$ cat src/rtl/guitar_pkg.sv
// Shared types and constants for the magnitude peak detector.
// The optional threshold feature is selected with the PEAK_THRESHOLD_EN macro.
package guitar_pkg;

  localparam int FRAME_LEN_DEFAULT = 8192;
  localparam int BIN_W             = $clog2(FRAME_LEN_DEFAULT);

  typedef logic [31:0]      mag_t;
  typedef logic [BIN_W-1:0] bin_t;

  typedef enum logic [1:0] {
    IDLE   = 2'd0,
    SCAN   = 2'd1,
    REPORT = 2'd2
  } peak_state_e;

endpackage

$ cat src/rtl/mag_argmax_reg.sv
// Running maximum / argmax register for one frame.
// clear_i restarts the search from the supplied seed value and index.
// en_i & in_window_i qualify a candidate; strict greater-than keeps the
// lowest index on ties. The next-state values are exported so the owner
// can capture a result that includes the beat being accepted this cycle.
module mag_argmax_reg
  import guitar_pkg::*;
#(
  parameter int IDX_W = BIN_W
) (
  input  logic             clk,
  input  logic             reset_n,
  input  logic             clear_i,
  input  mag_t             clear_mag_i,
  input  logic [IDX_W-1:0] clear_idx_i,
  input  logic             en_i,
  input  logic             in_window_i,
  input  mag_t             mag_i,
  input  logic [IDX_W-1:0] idx_i,
  output mag_t             max_nxt_o,
  output logic [IDX_W-1:0] idx_nxt_o
);

  mag_t             max_q, max_d;
  logic [IDX_W-1:0] idx_q, idx_d;

  // Select restart seed, a strictly larger in-window candidate, or hold.
  always_comb begin
    max_d = max_q;
    idx_d = idx_q;
    if (clear_i) begin
      max_d = clear_mag_i;
      idx_d = clear_idx_i;
    end else if (en_i && in_window_i && (mag_i > max_q)) begin
      max_d = mag_i;
      idx_d = idx_i;
    end
  end

  // Running max/index storage.
  always_ff @(posedge clk or negedge reset_n) begin
    if (!reset_n) begin
      max_q <= '0;
      idx_q <= '0;
    end else begin
      max_q <= max_d;
      idx_q <= idx_d;
    end
  end

  assign max_nxt_o = max_d;
  assign idx_nxt_o = idx_d;

endmodule

$ cat src/rtl/magnitude_peak_detector.sv
// Per-frame peak search over an FFT magnitude stream.
// One bin arrives per mag_valid beat; mag_sop marks bin 0. The largest
// magnitude in bins below SCAN_BINS (optionally skipping DC) is reported
// with a one-cycle peak_valid after the last bin of the frame. An early
// sop aborts the frame with a frame_err pulse and restarts from that beat.
// Define PEAK_THRESHOLD_EN to make peak_found reflect max >= THRESHOLD;
// otherwise peak_found is a constant 1 out of reset.
// Handshake: mag_valid qualifies mag_sop/mag_data; there is no ready,
// every valid beat is consumed on the rising edge it is presented at.
module magnitude_peak_detector
  import guitar_pkg::*;
#(
  parameter int FRAME_LEN = FRAME_LEN_DEFAULT,
  parameter int SCAN_BINS = 4096,
  parameter int SKIP_DC   = 1
`ifdef PEAK_THRESHOLD_EN
  ,
  parameter logic [31:0] THRESHOLD = 32'h100
`endif
) (
  input  logic                         clk,
  input  logic                         reset_n,
  input  logic                         mag_valid,
  input  logic                         mag_sop,
  input  mag_t                         mag_data,
  output logic                         peak_valid,
  output logic [$clog2(FRAME_LEN)-1:0] peak_bin,
  output mag_t                         peak_mag,
  output logic                         peak_found,
  output logic                         frame_err,
  output peak_state_e                  dbg_state
);

  localparam int            BW        = $clog2(FRAME_LEN);
  localparam logic [BW-1:0] LAST_BIN  = BW'(FRAME_LEN - 1);
  localparam logic [BW-1:0] FIRST_BIN = (SKIP_DC != 0) ? BW'(1) : '0;
  localparam logic [BW:0]   SCAN_LIM  = (BW + 1)'(SCAN_BINS);

  peak_state_e   state_q, state_d;
  logic [BW-1:0] cnt_q, cnt_d;

  logic          start_beat, abort_beat;
  logic          restart, scan_en, report, err;
  logic          in_window;
  mag_t          seed_mag;
  mag_t          max_nxt;
  logic [BW-1:0] idx_nxt;

  logic          peak_valid_q, frame_err_q, peak_found_q;
  logic [BW-1:0] peak_bin_q;
  mag_t          peak_mag_q;

  // sop mid-frame (not on the last bin) aborts; on the last bin it is ignored.
  assign start_beat = mag_valid & mag_sop;
  assign abort_beat = start_beat & (cnt_q != '0) & (cnt_q != LAST_BIN);
  assign in_window  = ({1'b0, cnt_q} < SCAN_LIM) && ((SKIP_DC == 0) || (cnt_q != '0));
  // With DC skipped the sop beat never competes, so the search seeds at 0.
  assign seed_mag   = (SKIP_DC != 0) ? '0 : mag_data;

  // State and bin counter registers.
  always_ff @(posedge clk or negedge reset_n) begin
    if (!reset_n) begin
      state_q <= IDLE;
      cnt_q   <= '0;
    end else begin
      state_q <= state_d;
      cnt_q   <= cnt_d;
    end
  end

  // Next-state: REPORT behaves like IDLE for an incoming sop.
  always_comb begin
    state_d = state_q;
    case (state_q)
      IDLE:    if (start_beat) state_d = SCAN;
      SCAN:    if (mag_valid && !abort_beat && (cnt_q == LAST_BIN)) state_d = REPORT;
      REPORT:  state_d = start_beat ? SCAN : IDLE;
      default: state_d = IDLE;
    endcase
  end

  // Control decode: restart/scan/report/error strobes and counter update.
  always_comb begin
    restart = 1'b0;
    scan_en = 1'b0;
    report  = 1'b0;
    err     = 1'b0;
    cnt_d   = cnt_q;
    case (state_q)
      IDLE, REPORT: begin
        if (start_beat) begin
          restart = 1'b1;
          cnt_d   = BW'(1);
        end else begin
          cnt_d = '0;
        end
      end
      SCAN: begin
        if (abort_beat) begin
          restart = 1'b1;
          err     = 1'b1;
          cnt_d   = BW'(1);
        end else if (mag_valid) begin
          scan_en = 1'b1;
          if (cnt_q == LAST_BIN) begin
            report = 1'b1;
            cnt_d  = '0;
          end else begin
            cnt_d = cnt_q + BW'(1);
          end
        end
      end
      default: cnt_d = '0;
    endcase
  end

  mag_argmax_reg #(
    .IDX_W (BW)
  ) u_argmax (
    .clk         (clk),
    .reset_n     (reset_n),
    .clear_i     (restart),
    .clear_mag_i (seed_mag),
    .clear_idx_i (FIRST_BIN),
    .en_i        (scan_en),
    .in_window_i (in_window),
    .mag_i       (mag_data),
    .idx_i       (cnt_q),
    .max_nxt_o   (max_nxt),
    .idx_nxt_o   (idx_nxt)
  );

  // Output registers: pulses for one cycle, peak fields hold until next report.
  always_ff @(posedge clk or negedge reset_n) begin
    if (!reset_n) begin
      peak_valid_q <= 1'b0;
      frame_err_q  <= 1'b0;
      peak_bin_q   <= '0;
      peak_mag_q   <= '0;
      peak_found_q <= 1'b0;
    end else begin
      peak_valid_q <= report;
      frame_err_q  <= err;
      if (report) begin
        peak_bin_q <= idx_nxt;
        peak_mag_q <= max_nxt;
`ifdef PEAK_THRESHOLD_EN
        peak_found_q <= (max_nxt >= THRESHOLD);
`endif
      end
`ifndef PEAK_THRESHOLD_EN
      peak_found_q <= 1'b1;
`endif
    end
  end

  assign peak_valid = peak_valid_q;
  assign frame_err  = frame_err_q;
  assign peak_bin   = peak_bin_q;
  assign peak_mag   = peak_mag_q;
  assign peak_found = peak_found_q;
  assign dbg_state  = state_q;

endmodule

$ cat config.mk
export PLATFORM = sky130hd
export DESIGN_NAME = magnitude_peak_detector
export DESIGN_NICKNAME = d
export VERILOG_FILES = /design/src/rtl/guitar_pkg.sv /design/src/rtl/mag_argmax_reg.sv /design/src/rtl/magnitude_peak_detector.sv
export SDC_FILE = /design/constraint.sdc
export NUM_CORES = 1
export LEC_CHECK = 0
export CAP_MARGIN = 20
export CORE_UTILIZATION = 31
export DETAILED_ROUTE_END_ITERATION = 12
export PLACE_DENSITY_LB_ADDON = 0.1
export REMOVE_ABC_BUFFERS = 1
export SYNTH_ARGS = -nofsm -noshare
export SYNTH_HDL_FRONTEND = slang
export SYNTH_HIERARCHICAL = 1
export SYNTH_SLANG_ARGS = --single-unit
export TNS_END_PERCENT = 10
$ cat constraint.sdc
create_clock -name clk -period 4.6 [get_ports clk]
set_clock_uncertainty 0.2 [all_clocks]
set_input_delay 0.92 -clock clk [delete_from_list [all_inputs] [get_ports clk]]
set_output_delay 0.92 -clock clk [all_outputs]
set_load 0.01 [all_outputs]
Yosys cells after proc, flatten, opt, wreduce, memory -nomap -nowiden
Index checks and enable logic that the tools add are counted.
W data, S select, Z words.
{"block": "classes", "n_addsub": 1, "order_cmp": 2, "muxes": 24, "bitwise_logic": 3, "reduce_logical": 10, "n_eq_ne": 7}
{"operator": "$mux W13", "n": 5}
{"operator": "$mux W32", "n": 2}
{"operator": "$gt A32 B32 Y1", "n": 1}
{"operator": "$pmux W13 S2", "n": 1}
{"operator": "$add A13 B1 Y13 const B", "n": 1}
{"operator": "$eq A13 B13 Y1 const B", "n": 1}
{"operator": "$lt A13 B13 Y1 const B", "n": 1}
{"operator": "$ne A13 B13 Y1 const B", "n": 1}
{"operator": "$reduce_bool A13 Y1", "n": 1}
{"operator": "$mux W1", "n": 12}
{"operator": "$pmux W2 S3", "n": 1}
{"operator": "$logic_and A1 B1 Y1", "n": 5}
{"operator": "$mux W2", "n": 2}
{"operator": "$ne A2 B2 Y1 const B", "n": 2}
{"operator": "$and A1 B1 Y1", "n": 3}
{"operator": "$ne A3 B3 Y1 const B", "n": 1}
{"operator": "$eq A2 B1 Y1 const B", "n": 1}
{"operator": "$eq A2 B2 Y1 const B", "n": 1}
{"operator": "$logic_not A2 Y1", "n": 1}
{"operator": "$pmux W1 S2", "n": 1}
{"operator": "$reduce_and A2 Y1", "n": 1}
{"operator": "$reduce_or A2 Y1", "n": 1}
{"operator": "$logic_not A1 Y1", "n": 1}
{"block": "word_totals", "output_inout_bits": 50, "elab_cells": 56, "regBits": 108, "in_bits": 36}

Logic depth before layout (Yosys ltp)
Gate-level depths: netlist (run 1).
{"block": "logic_depth", "ltp_word": 9, "mapped_depth": 14, "ltp_nobuf": 12}

Modules after synthesis
The synthesis (run 1) kept the hierarchy.
{"mod": "mag_argmax_reg", "area_each_um2": 3264.4, "n_inst": 1, "seq_area_each_um2": 1126.1, "cells_each": 373}
{"mod": "magnitude_peak_detector", "area_each_um2": 2712.6, "n_inst": 1, "seq_area_each_um2": 1576.5, "cells_each": 212}

Least setup slack after synthesis (run 1)
Ideal clock, no wire load.
{"block": "synth_timing", "path_kind": "reg2reg", "from": "register cnt_q[1]", "to": "register peak_bin_q[8] (netlist: peak_bin[8])", "arrival_ns": 3.226, "period_less_slack_ns": 3.554, "stages_incl_launch_ff": 15, "n_path_buf": 3, "t_required_ns": 4.273, "setup_time_ns": 0.127, "slack_ns": 1.046, "path_cell_list": "dfrtp_1 > ha_1 > nand3_2 > or3_1 > buf_2 > o21ai_0 > and3_1 > nand2_1 > or3b_4 > a31o_1 > buf_6 > buf_8 > a31oi_1 > a21oi_1 > mux2_1"}
{"block": "synth_between", "elab_chain_len": 9, "word_cells_on_any_way": 19, "classes_between": "order compare (1); eq/ne (2); mux (10); bitwise (2); reduce/logical (4)"}
{"item": "start, declared", "line": "magnitude_peak_detector.sv:40", "rtl": "logic [BW-1:0] cnt_q, cnt_d;"}
{"item": "start signal, assigned", "line": "magnitude_peak_detector.sv:67", "rtl": "cnt_q <= cnt_d;"}
{"item": "$reduce_bool A13 Y1", "line": "magnitude_peak_detector.sv:55", "rtl": "assign abort_beat = start_beat & (cnt_q != '0) & (cnt_q != LAST_BIN);"}
{"item": "$and A1 B1 Y1", "line": "magnitude_peak_detector.sv:55"}
{"item": "$and A1 B1 Y1 *", "line": "magnitude_peak_detector.sv:55"}
{"item": "$mux W1 *", "line": "magnitude_peak_detector.sv:99", "rtl": "if (abort_beat) begin"}
{"item": "$mux W1 *", "line": "magnitude_peak_detector.sv:89", "rtl": "case (state_q)"}
{"item": "net scan_en", "line": "magnitude_peak_detector.sv:43", "rtl": "logic restart, scan_en, report, err;"}
{"item": "$logic_and A1 B1 Y1 * (2 in a row)", "line": "mag_argmax_reg.sv:34", "rtl": "end else if (en_i && in_window_i && (mag_i > max_q)) begin"}
{"item": "$mux W13 *", "line": "mag_argmax_reg.sv:34"}
{"item": "$mux W13 *", "line": "mag_argmax_reg.sv:31", "rtl": "if (clear_i) begin"}
{"item": "net idx_nxt[8]", "line": "magnitude_peak_detector.sv:47", "rtl": "logic [BW-1:0] idx_nxt;"}
{"item": "end signal, assigned", "line": "magnitude_peak_detector.sv:145", "rtl": "peak_bin_q <= idx_nxt;"}
{"item": "end, declared", "line": "magnitude_peak_detector.sv:50", "rtl": "logic [BW-1:0] peak_bin_q;"}
Mark *: on every way through the listed nets, which the timed path passes. The rest lies on a longest branch.
A chain may end at the register's enable or synchronous reset.

Worst setup path in the final report (run 1)
{"block": "layout_timing", "from": "register cnt_q[1]", "to": "register peak_mag_q[30] (netlist: peak_mag[30])"}
{"block": "layout_between", "elab_chain_len": 9, "word_cells_on_any_way": 19, "classes_between": "order compare (1); eq/ne (2); mux (10); bitwise (2); reduce/logical (4)"}
{"item": "$reduce_bool A13 Y1", "line": "magnitude_peak_detector.sv:55"}
{"item": "$and A1 B1 Y1", "line": "magnitude_peak_detector.sv:55"}
{"item": "$and A1 B1 Y1 *", "line": "magnitude_peak_detector.sv:55"}
{"item": "$mux W1 *", "line": "magnitude_peak_detector.sv:99"}
{"item": "$mux W1 *", "line": "magnitude_peak_detector.sv:89"}
{"item": "net scan_en", "line": "magnitude_peak_detector.sv:43"}
{"item": "$logic_and A1 B1 Y1 * (2 in a row)", "line": "mag_argmax_reg.sv:34"}
{"item": "$mux W32 *", "line": "mag_argmax_reg.sv:34"}
{"item": "$mux W32 *", "line": "mag_argmax_reg.sv:31"}
{"item": "net max_nxt[30]", "line": "magnitude_peak_detector.sv:46", "rtl": "mag_t max_nxt;"}
{"item": "end signal, assigned", "line": "magnitude_peak_detector.sv:146", "rtl": "peak_mag_q <= max_nxt;"}
{"item": "end, declared", "line": "magnitude_peak_detector.sv:51", "rtl": "mag_t peak_mag_q;"}
Marks and branches as above.

==> results of run 1 <==
[sequential cells by signal, summed over array words and instances (netlist names)]
signal and flops:
u_argmax/idx_q 13, u_argmax/max_q 32, cnt_q 13, peak_valid 1, peak_found 1, peak_bin 13
frame_err 1, dbg_state 2, peak_mag 32
[synthesized netlist by cell type (all sizes together) (2+ instances only)]
cell type	instances
dfrtp	108
a21oi	67
o21ai	59
a31oi	53
nor2b	49
mux2	45
inv	37
ha	34
buf	21
nand2	20
clkbuf	15
nand4	12
nor2	8
nand3	7
nor4	6
or3	4
nand2b	3
nor3	3
or2	3
a211oi	2
and2	2
and3	2
bufbuf	2
conb	2
o211ai	2
o311ai	2
or3b	2
[worst paths after layout]
kind,start,to,slack [ns]
min reg2reg,peak_mag[21],peak_mag[21],0.30
min in group asynchronous,reset_n,peak_bin[11],0.44
min,peak_mag[21],peak_mag[21],0.30
max in group asynchronous,reset_n,cnt_q[6],2.98
max reg2reg,cnt_q[1],peak_mag[30],0.38
max,cnt_q[1],peak_mag[30],0.38
[cells by family (layout without fill, tap and decap cells)]
group | after synthesis | count (layout)
AOI/OAI and AO/OA | 196 | 196
and+or+nand+nor | 124 | 124
DFF | 108 | 108
buffers and inverters | 76 | 156
muxes | 45 | 45
adders and majority gates | 34 | 34
other | 2 | 46
[power breakdown]
group	internal, mW	leakage, nW	total [mW]	switching, mW
clock network	0.383	0.131	0.733	0.350
logic	0.527	1.74	1.21	0.683
registers	1.19	1.36	1.32	0.129
[stage by stage]
step,hold slack (ns),instance area (sq um)
floorplan,0.306,5820
global placement,0.276,7180
detailed placement,0.280,7180
CTS,0.297,7450
global route,0.323,7450
finish,0.295,7450
[final cells by class]
class | instances | area (sq um) | area share (%)
Timing Repair Buffer | 102 | 1010 | 13.6
Sequential cell | 108 | 2700 | 36.3
Multi-Input combinational cell | 445 | 3000 | 40.3
Tap cell | 260 | 325 | 4.37
Clock inverter | 2 | 10.0 | 0.134
Clock buffer | 14 | 254 | 3.41
Inverter | 38 | 143 | 1.92
[worst max-delay path, stage by stage, from the launching register on]
cell	delay (ns)
dfrtp_1	0.44
ha_1	0.24
nand3_2	0.15
or3_1	0.43
o21ai_0	0.22
and3_1	0.18
nand2_1	0.17
or3b_4	0.46
a31oi_4	0.79
buf_4	0.39
o21ai_1	0.09
a21oi_1	0.19
mux2_2	0.18
[metal layers]
| metal | global-route usage (%) | routed length (um) | vias to the layer above |
|---|---|---|---|
| met5 | 0 | 0 | - |
| met4 | 5.66 | 238 | 0 |
| met3 | 2.21 | 539 | 13 |
| met2 | 25.7 | 6950 | 103 |
| met1 | 22.3 | 7580 | 2270 |
| li1 | - | - | 2311 |
==> results.md, run 1 <==
Outcome:
- The run finished with clean final reports.

Worst hold path:
- The min-delay analysis places its worst path in the category reg -> reg.
- The number of cells on the worst hold path is 1.

Drt:
- After detailed routing, the average wire length per cell comes to 15.8 um.
- The post-route antenna net violation count is 0.
- The per-cell via count in the routed design is 4.85.
- The number of DRC violations after detailed-routing iteration 0 is 231.
- The number of detailed-routing iterations run before antenna repair is 5.
- Summing over every cut layer, the via total after detailed routing is 4697.
- The DRC violation count after routing is 0.
- The final routed wirelength across all metal layers is 15.3 mm.

Final layout:
- The library cells used most frequently in the layout, excluding fill and tap cells, are dfrtp_1 (108), clkdlybuf4s50_1 (84), a21oi_1 (67), a31oi_1 (52), nor2b_1 (49).
- The most frequent standard cell in the layout excluding fill and tap cells is dfrtp_1.
- The fraction of final layout cells with drive strength greater than 1 is 12.1%.
- The final standard cell utilization of the core is 39.6%.
- The finished layout holds 969 standard cells, fillers aside.
- The layout has 1879 filler cells.
- At the end of the flow, the number of nets in the layout was 774.
- The number of antenna diodes in the final layout is 0.
- From synthesis to final layout, the design area changed by 24.6%.

Synthesis:
- The fraction of the mapped netlist area in compound gates is 18.9%.
- The number of warnings reported in the yosys synthesis log is 6.
- The synthesized design contains 108 register bits.
- The post-synthesis adder-cell area fraction is 7.12%.
- The leading area contributor after synthesis is dfrtp_1.
- The post-synthesis mux area share is 8.48%.
- The number of enable flip-flop cells after synthesis is 0.
- The count of different cell masters after synthesis is 56.
- The area fraction in and, or, nand and nor cells after synthesis is 12.4%.
- Yosys attributes the largest share of cell area to dfrtp_1 (45%), mux2_2 (7.7%), ha_1 (7.1%).
- Of the total synthesized cell area, the portion taken by XOR and XNOR cells is 0%.
- The mean area per synthesized cell is 10.2 sq um.
- The area share of the largest cell type after synthesis is 45.2%.
- Summing the sequential cell areas from Yosys gives 45.2% of the chip area.
- After synthesis the cells add up to 5980 sq um.
- Counting flops with an async set or reset pin after synthesis yields a share of 100%.
- The combinational family with the most area after synthesis is compound AO/OA/AOI/OAI gates.
- The post-synthesis instance total is 585.
- The predominant post-synthesis flop cell is dfrtp_1.

Global routing:
- The initial antenna violation count is 0.
- The largest net degree at the start of global routing is 91.
- In the global route stage, overall resource usage came out at 16.1%.
- The via count of the first global-routing pass was 4720.
- The total grt overflow is 0.
- The wire length of the first global-routing pass is 25.1 mm.

Worst setup path:
- Measured in cells, the most critical reg-to-reg path has a length of 12.
- The data arrival at the endpoint of the critical path is 4.31 ns.
- The worst setup path is of the reg -> reg kind.
- The top fanout value on the critical path is 30.
- The element type at the critical path end is a flop.
- The worst setup path is launched from a flop.
- At the worst endpoint, the required time is 4.68 ns.

STA:
- Subtracting the final worst setup slack from the clock period gives 4.22 ns.
- Setup violations remaining at the end of the flow were counted as 0.
- Measured against its own limit, the worst slew margin works out to 33.2%.
- The final setup TNS is 0 ns.
- Setup repair after global routing left no endpoint under its margin.
- Once routing completed, OpenROAD measured the worst setup slack at 0.379 ns.
- In the finished design, the share of the clock period the worst path needs comes to 91.8%.
- The number of hold violations in the final report was 0.
- The count of pins over their slew limit was 0.
- The slew at the pin closest to its max-slew limit is 1.00 ns.
- The maximum clock rate is 0.237 GHz.

Clock network:
- The clock transition time at the flip-flop clock pins of the worst setup and hold paths is 0.07 ns.
- The buffer cell driving the clock tree root is clkbuf_16.
- No sink is reached through more buffers than the 2 on the longest clock path.
- The number of clock buffers inserted by TritonCTS is 9.
- The count of clock tree sinks is 108.
- TritonCTS built the clock tree.
- At the later pin of the worst-skew pair, clock insertion delay measures 0.35 ns.
- After clock tree synthesis, the setup repair step added 0 buffers.
- In this run, post-CTS repair resized a total of 0 instances.
- In this run the number of H-tree levels came out at 3.
- The cts-stage hold buffer count is 0.

Die:
- Measured along the y axis, the die boundary spans 141 um.
- The floorplan has 50 rows.
- The die covers 19800 sq um.
- The horizontal die dimension is 141 um.
- The total area inside the core boundary comes to 18800 sq um.
- For this configuration, the core starts out at a cell density of 31.7%.
- Pin placement for this block handled 86 I/O pins.

Power:
- The standby leakage power is 3.23 nW.
- The design draws 3.26 mW.
- For this design the ratio of total power to cell area is 438 nW/um^2.
- The worst IR drop on VDD is 204 uV.

Placement:
- Timing analysis after detailed placement gives a worst setup slack of 0.0795 ns.
- The routability congestion estimate is 0.792.
- The number of I/O port buffers is 85.
- Once detailed placement completed, the half-perimeter wirelength came to 9.90 mm.
- The total placed cells including tap cells is 953.

Job:
- Across the run, the number of max-cap violations was 0.
Power figures use the tool's default switching activity.
==> inputs of run 2 (changes only) <==
ABC_AREA = 1   (was not set)
CORE_UTILIZATION = 35   (was 31)
==> run 2 against run 1 <==
Compared with the run above:
- sequential power down 5%
- highest routed layer unchanged
- sequential share of layout area down 1.6 points
- area after synthesis up 5.3%
- synthesized cell count up 42%
- via count up 10%
- clock-buffer cell count down 1
- first-iteration DRC count down 26%
- fmax up 25%
- clock power up 20%
- setup slack better by 0.84 ns
- combinational power up 24%
==> results.md, run 2 <==
Placement:
- The routability congestion estimate came to 0.777 (-2.0%).
- The total placed cells including tap cells is 1161 (+22%).
- The post-detailed-placement half-perimeter wirelength is 9.71 mm (-1.9%).
- The number of I/O port buffers is 85 (unchanged).

Outcome:
- The run finished with clean final reports.

Worst hold path:
- The worst hold path terminates at peak_mag[2].
- The worst hold path begins at peak_mag[2].
- The number of cells on the worst hold path is 2 (+1).
- The worst hold path class is reg -> reg.

Die:
- The horizontal die dimension is 136 um (-3.4%).
- The area of the core was 17400 sq um (-7.5%).
- The row count is 48 (-4.0%).
- The die outline area is 18500 sq um (-6.7%).
- The vertical die dimension came to 136 um (-3.4%).
- The number of placed I/O pins is 86 (unchanged).
- The effective utilization at floorplan is 36.1% (+4.4 points).

STA:
- The final setup violation count is 0 (unchanged).
- The minimum clock period is 3.38 ns (-0.841 ns).
- The number of hold violations in the final report is 0 (unchanged).
- The count of pins over their slew limit is 0 (unchanged).
- The relative slew slack was 44.4% (+11 points).
- The maximum clock rate came to 0.296 GHz (+25%).
- The share of the clock period used by the worst path is 73.5% (-18 points).
- Setup repair after global routing left no endpoint under its margin.
- The slew at the pin closest to its max-slew limit is 0.834 ns (-0.169 ns).

Global routing:
- The initial antenna violation count is 0 (unchanged).
- The via count of the first global-routing pass is 5111 (+8.3%).
- The largest net degree at the start of global routing is 62 (-32%).
- The met3 usage is 4.14% (+1.9 points).
- The total track usage came to 17.8% (+1.7 points).
- The wire length of the first global-routing pass is 25.6 mm (+2.1%).
- The met1 capacity usage during global routing is 24.2% (+1.9 points).
- The global-route met2 utilization came to 28.8% (+3.1 points).
- The layer carrying the most global-route usage is met2.
- The total grt overflow is 0 (unchanged).

Synthesis:
- By area the synthesized netlist is led by dfrtp_1 (43%), nand2_1 (20%), nand3_1 (7.6%).
- The post-synthesis mux area share came to 0% (-8.5 points).
- The most frequently used cell type in the post-synthesis netlist is nand2_1.
- The area fraction in and, or, nand and nor cells after synthesis came to 35.9% (+23 points).
- The number of enable flip-flop cells after synthesis is 0 (unchanged).
- The fraction of the mapped netlist area in compound gates is 2.65% (-16 points).
- The post-synthesis adder-cell area fraction came to 6.76% (-0.36 points).
- The sequential element share of the synthesized area is 43.0% (-2.3 points).
- The register bit total from synthesis is 108 (unchanged).
- The predominant post-synthesis flop cell is dfrtp_1.
- The post-synthesis instance total is 831 (+42%).
- The xor/xnor share of the synthesized area is 0.835% (+0.84 points).
- The count of different cell masters after synthesis is 36 (-36%).
- The number of warnings reported in the yosys synthesis log is 6 (unchanged).
- The mean area per synthesized cell is 7.57 sq um (-26%).
- By count the netlist is led by nand2_1 (342), inv_1 (109), dfrtp_1 (108).
- The leading area contributor after synthesis is dfrtp_1.
- The post-synthesis cell area is 6290 sq um (+5.3%).
- The share of flip-flops with an asynchronous set or reset came to 100% (unchanged).
- The combinational family with the most area after synthesis is simple AND/OR/NAND/NOR gates.
- The area share of the largest cell type after synthesis came to 43.0% (-2.3 points).

Drt:
- The number of detailed-routing iterations run before antenna repair came to 5 (unchanged).
- The number of DRC violations after detailed-routing iteration 0 came to 170 (-26%).
- The final routed wirelength across all metal layers was 15.3 mm (about the same).
- The per-cell via count in the routed design is 4.39 (-9.3%).
- The DRC violation count after routing was 0 (unchanged).
- The average wire per cell in the routed design is 13.0 um (-18%).
- The via count came to 5172 (+10%).
- The post-route antenna net violation count is 0 (unchanged).

Final layout:
- The count of filler cells inserted in the layout is 1814 (-3.5%).
- The layout overhead on the synthesized area is 23.9%.
- The final cell count without fillers came to 1177 (+21%).
- The final antenna diode count is 0 (unchanged).
- The most frequent standard cell in the layout excluding fill and tap cells is nand2_1.
- The library cells used most frequently in the layout, excluding fill and tap cells, are nand2_1 (342), inv_1 (109), dfrtp_1 (108), nand3_1 (96), clkdlybuf4s50_1 (84).
- The fraction of final layout cells with drive strength greater than 1 is 7.25% (-4.9 points).
- The count of nets after finishing is 1017 (+31%).

Clock network:
- The cts-stage hold buffer count is 0 (unchanged).
- The maximum buffer depth of the clock tree came to 2 (unchanged).
- The buffer cell driving the clock tree root is clkbuf_16.
- The maximum level of the CTS H-tree was 3 (unchanged).
- The number of resized instances in the post-cts repair step is 0 (unchanged).
- The number of setup buffers added after CTS was 0 (unchanged).
- The clock latency on the worst-skew pair is 0.35 ns (about the same).
- The clock tree from TritonCTS is done.
- The clock transition time at the flip-flop clock pins of the worst setup and hold paths was 0.07 ns (about the same).
- The count of clock tree sinks is 108 (unchanged).
- The number of clock buffers inserted by TritonCTS is 9 (unchanged).

Worst setup path:
- The capturing point of the worst reg2reg path is peak_mag[3].
- The worst reg-to-reg setup slack is 1.30 ns (+0.92 ns).
- The worst setup path is of the in -> reg kind.
- The required time of the critical path is 4.69 ns (about the same).
- The data arrival at the endpoint of the critical path is 3.47 ns (-0.84 ns).
- The number of cell instances on the worst register-to-register path is 15 (+3).
- The type of origin of the critical path is a primary input.
- In this run the critical register-to-register path is launched from cnt_q[1].
- The top fanout value on the critical path is 45 (+50%).
- The element type at the critical path end is a flop.

Power:
- The cell area power density is 466 nW/um^2 (+6.4%).
- The final total power is 3.63 mW (+11%).
- The worst IR drop on VDD was 220 uV (+7.9%).
- The standby leakage power was 4.30 nW (+33%).

Job:
- The number of maximum-capacitance constraint violations is 0 (unchanged).
[run 2: power breakdown]
group          switching [mW]  internal (mW)  total [mW]
Clock                   0.359          0.523       0.882
Combinational           0.974          0.527        1.50
Sequential             0.0801           1.17        1.25
[run 2: stage by stage]
stage / utilization [%] / hold slack (ns) / setup slack (ns) / setup TNS (ns) / area, sq um
CTS: 44.8 / 0.284 / 1.23 / 0 / 7800
detailed placement: 42.8 / 0.264 / 0.849 / 0 / 7460
finish: 44.8 / 0.278 / 1.22 / 0 / 7800
global placement: 42.8 / 0.260 / 0.868 / 0 / 7460
global route: 44.8 / 0.304 / 0.995 / 0 / 7800
floorplan: - / 0.315 / -0.792 / -65.42 / 6220
[run 2: worst max-delay path by stage]
stage	from	cells past startpoint	slack, ns	to
6_report	mag_valid	14	1.22	peak_mag[3]
5_1_grt	cnt_q[1]	15	1.0	peak_mag[1]
3_5_place_dp	mag_data[31]	14	0.85	peak_mag[23]
4_1_cts	mag_data[31]	14	1.23	peak_mag[23]
2_1_floorplan	mag_sop	9	-0.79	peak_bin[0]
3_3_place_gp	mag_data[15]	16	0.87	peak_mag[23]
[run 2: final cells by class]
class	count	area, sq um	share of cell area [%]
Timing Repair Buffer	93	946	12.1
Clock buffer	13	270	3.47
Multi-Input combinational cell	618	3090	39.6
Tap cell	225	282	3.61
Sequential cell	108	2700	34.7
Inverter	117	440	5.65
Clock inverter	3	67.6	0.867
[run 2: cell families after synthesis]
logic type               Yosys count
other                              2
AND/OR/NAND/NOR                  505
buffers and inverters            149
adder cells (fa/ha/maj)           34
XOR/XNOR                           6
flip-flops                       108
AO/OA/AOI/OAI                     27
[run 2: per-layer routing]
| metal | share of wire, % | up-vias |
|---|---|---|
| met5 | 0 | - |
| met4 | 0.88 | 0 |
| met3 | 4.0 | 9 |
| met2 | 45 | 89 |
| met1 | 50 | 2332 |
| li1 | - | 2742 |
[run 2: worst max-delay path, cell delays in order]
cell	delay, ns
clkdlybuf4s50_1	0.56
nand2_1	0.13
inv_1	0.07
nand3_1	0.23
nand2_1	0.15
inv_1	0.08
nand2_1	0.08
a21oi_4	0.38
nand2_8	0.33
nand2_1	0.17
nand3_1	0.09
nand2_1	0.10
nand2_1	0.06
nand2_1	0.08
==> inputs of run 3 (changes only) <==
clock period = 2.7 ns   (was 4.6 ns; I/O delays follow)
==> run 3 against run 2 <==
Compared with the run above:
- final cell count rose by 3.0%
- register-to-register slack worse by 1.1 ns
- clock power increased by 56%
- wire length rose by 2.2%
- setup slack lost 1.1 ns
- die area stayed put
- global-route usage is 0.35 points higher
- first-iteration DRC count up 21%
- combinational power up 110%
- sequential power rose by 69%
- hold slack worse by 0.24 ns
==> results.md, run 3 (synthesis results as in run 2) <==
Die:
- The number of placed I/O pins came to 86 (unchanged).
- The die outline area is 18500 sq um (unchanged).
- The effective utilization at floorplan is 36.1% (unchanged).
- The horizontal die dimension is 136 um (unchanged).
- The row count is 48 (unchanged).
- The vertical die dimension came to 136 um (unchanged).
- The area of the core is 17400 sq um (unchanged).

Worst hold path:
- The path class of the tightest hold or removal check is in -> async.

STA:
- The final setup TNS is 0 ns (unchanged).
- The maximum clock rate is 0.385 GHz.
- The count of pins over their slew limit is 0 (unchanged).
- The least setup slack across all paths after layout is 0.104 ns (-1.12 ns).
- The relative slew slack is 57.9% (+13 points).
- The final setup violation count was 0 (unchanged).
- The minimum clock period is 2.60 ns.
- The number of hold violations in the final report is 0 (unchanged).
- The slew at the pin closest to its max-slew limit is 0.632 ns (-0.202 ns).
- Setup repair after global routing could not meet its margin everywhere.
- The worst path uses 96.1% of the clock period.

Clock network:
- The count of clock tree sinks is 108 (unchanged).
- The clock tree from TritonCTS is done.
- The clock latency on the worst-skew pair is 0.35 ns (about the same).
- The cts-stage hold buffer count is 0 (unchanged).
- The maximum buffer depth of the clock tree is 2 (unchanged).
- The number of clock buffers inserted by TritonCTS is 9 (unchanged).
- The maximum level of the CTS H-tree is 3 (unchanged).
- The clock transition time at the flip-flop clock pins of the worst setup and hold paths was 0.07 ns (about the same).
- The tree is rooted in a clkbuf_16.

Drt:
- The average wire per cell in the routed design is 12.9 um (-0.73%).
- The post-route antenna net violation count is 0 (unchanged).
- The final routed wirelength across all metal layers is 15.7 mm (+2.2%).
- The number of detailed-routing iterations run before antenna repair is 5 (unchanged).
- The number of DRC violations after detailed-routing iteration 0 is 206 (+21%).
- The via count is 5346 (+3.4%).
- The DRC violation count after routing was 0 (unchanged).
- The per-cell via count in the routed design is 4.41 (+0.38%).

Worst setup path:
- The largest individual stage delay along the critical path comes from the cell clkdlybuf4s50_1.
- The worst setup path is launched from a primary input.
- The top fanout value on the critical path came to 10 (-78%).
- Walking the worst path, the cells encountered are clkdlybuf4s50_1 > ha_4 > a21oi_1 > nand2_1 > a21oi_2 > nand2_1 > nand2_2 > nand2_4 > nand2_8 > buf_12 > nand2_4 > nand3_2 > nand2_1 > nand2_1 > nand2_1.
- The setup path with the least slack is of type in -> reg.
- The critical path's most frequent cell is nand2_1.
- The worst reg-to-reg setup slack is 0.25 ns (-1.05 ns).
- The required time of the critical path came to 2.74 ns (-1.95 ns).
- The data arrival at the endpoint of the critical path is 2.64 ns (-0.83 ns).
- The delay of the slowest critical-path stage came to 0.54 ns (-0.02 ns).
- STA classifies the critical path endpoint as a flop.

Final layout:
- The final standard cell utilization of the core was 47.7% (+2.9 points).
- The fraction of final layout cells with drive strength greater than 1 came to 12.6% (+5.3 points).
- The final cell count without fillers is 1212 (+3.0%).
- Relative to the synthesized area, the layout overhead comes to 31.9%.
- Leaving out fill and tap cells, the most frequent cells in the layout are nand2_1 (339), inv_1 (108), dfrtp_1 (108), nand3_1 (96), clkdlybuf4s50_1 (75).
- The count of nets after finishing is 1052 (+3.4%).
- The final antenna diode count came to 0 (unchanged).
- The multi-input combinational cell area is 3210 sq um (+4.0%).
- The register area is 2700 sq um (unchanged).
- Leaving out fill and tap cells, the most frequent cell in the layout is nand2_1.
- The post-route cell area is 8300 sq um (+6.5%).
- The count of filler cells inserted in the layout is 1774 (-2.2%).

Power:
- The internal power contribution is 4.01 mW (+81%).
- The cell area power density is 792 nW/um^2 (+70%).
- The standby leakage power is 4.60 nW (+6.9%).
- The worst IR drop on VDD is 388 uV (+76%).
- The share of total power in combinational logic was 46.9% (+5.5 points).
- The switching part of the total is 39.0% (+0.049 points).
- The power share of the clock group is 21.0% (-3.3 points).
- The sequential share of power is 32.1% (-2.3 points).
- The net switching power figure is 2.56 mW (+81%).

Placement:
- The number of I/O port buffers is 85 (unchanged).
- The routability congestion estimate is 0.786 (+1.2%).
- The post-detailed-placement half-perimeter wirelength is 10.1 mm (+4.4%).
- The total placed cells including tap cells is 1192 (+2.7%).
- The cell area after placement is 7750 sq um (+4.0%).
- The post-placement setup slack was -0.260 ns (-1.11 ns).

Job:
- The number of maximum-capacitance constraint violations is 0 (unchanged).

Global routing:
- The total grt overflow is 0 (unchanged).
- The total track usage is 18.1% (+0.35 points).
- The largest net degree at the start of global routing is 109 (+76%).
- The via count of the first global-routing pass is 5174 (+1.2%).
- The initial antenna violation count was 0 (unchanged).
- The wire length of the first global-routing pass is 26.1 mm (+1.9%).

Outcome:
- The flow ran to the end, and the final reports show no timing, DRC or antenna violations.
==> run 3: cell count changes in the layout (fill, tap and decap cells not counted), moves of 5 or more <==
cell | previous run | this run
a21oi_1 | 13 | 8
a21oi_2 | 1 | 6
buf_12 | 3 | 9
buf_4 | 6 | 30
clkdlybuf4s50_1 | 84 | 75
dlymetal6s2s_1 | 0 | 9
ha_1 | 34 | 28
ha_4 | 0 | 6
nor2_1 | 28 | 23
==> run 3: layer usage <==
metal	share of wire, %	track usage (%)	vias to the layer above
li1	-	-	2803
met1	50	24.9	2437
met2	46	29.3	99
met3	3.4	3.47	7
met4	0.89	4.51	0
met5	0	0	-
==> run 3: layout make-up <==
cell class	instances	area share, %
tap	225	3.39
sequential	108	32.6
clock buffer	12	3.09
inverter	117	5.31
multi-input combinational	618	38.7
clock inverter	4	0.573
timing repair buffer	128	16.4
==> run 3: power by group through the flow <==
stage / clock, mW / sequential, mW / combinational [mW]
6_report: 1.38 / 2.11 / 3.08
3_3_place_gp: 0 / 2.14 / 2.84
3_5_place_dp: 0 / 2.14 / 2.85
5_1_grt: 1.49 / 2.15 / 3.50
4_1_cts: 1.43 / 2.11 / 2.87
2_1_floorplan: 0 / 2.12 / 1.91
==> run 3: worst max-delay path: cells and delay by family <==
| kind | cells | cell delay, ns |
|---|---|---|
| adders and majority gates | 1 | 0.23 |
| buffers and inverters | 2 | 0.70 |
| AOI/OAI and AO/OA | 2 | 0.34 |
| and+or+nand+nor | 10 | 0.84 |
==> run 3: what timing repair did <==
action,CTS,global route
setup buffers,0,2
hold endpoints to repair,0,0
resized for setup,0,36
setup endpoints to repair,0,47
==> run 3: per-stage QoR <==
step | power [mW] | hold WS, ns
2_1_floorplan | 4.04 | 0.0444
3_3_place_gp | 4.98 | 0.262
3_5_place_dp | 4.99 | 0.264
4_1_cts | 6.41 | 0.0994
5_1_grt | 7.14 | 0.122
6_report | 6.58 | 0.0383
==> run 3: worst paths after layout <==
path                              startpoint           end  cells past startpoint
worst max register to register      cnt_q[0]   peak_mag[0]                     18
worst min register to register  peak_mag[27]  peak_mag[27]                      2
worst min-delay path                 reset_n   peak_mag[8]                      2
min in group clk                peak_mag[27]  peak_mag[27]                      2
max in group asynchronous            reset_n  peak_mag[24]                      2
worst max-delay path            mag_data[11]   peak_mag[0]                     15
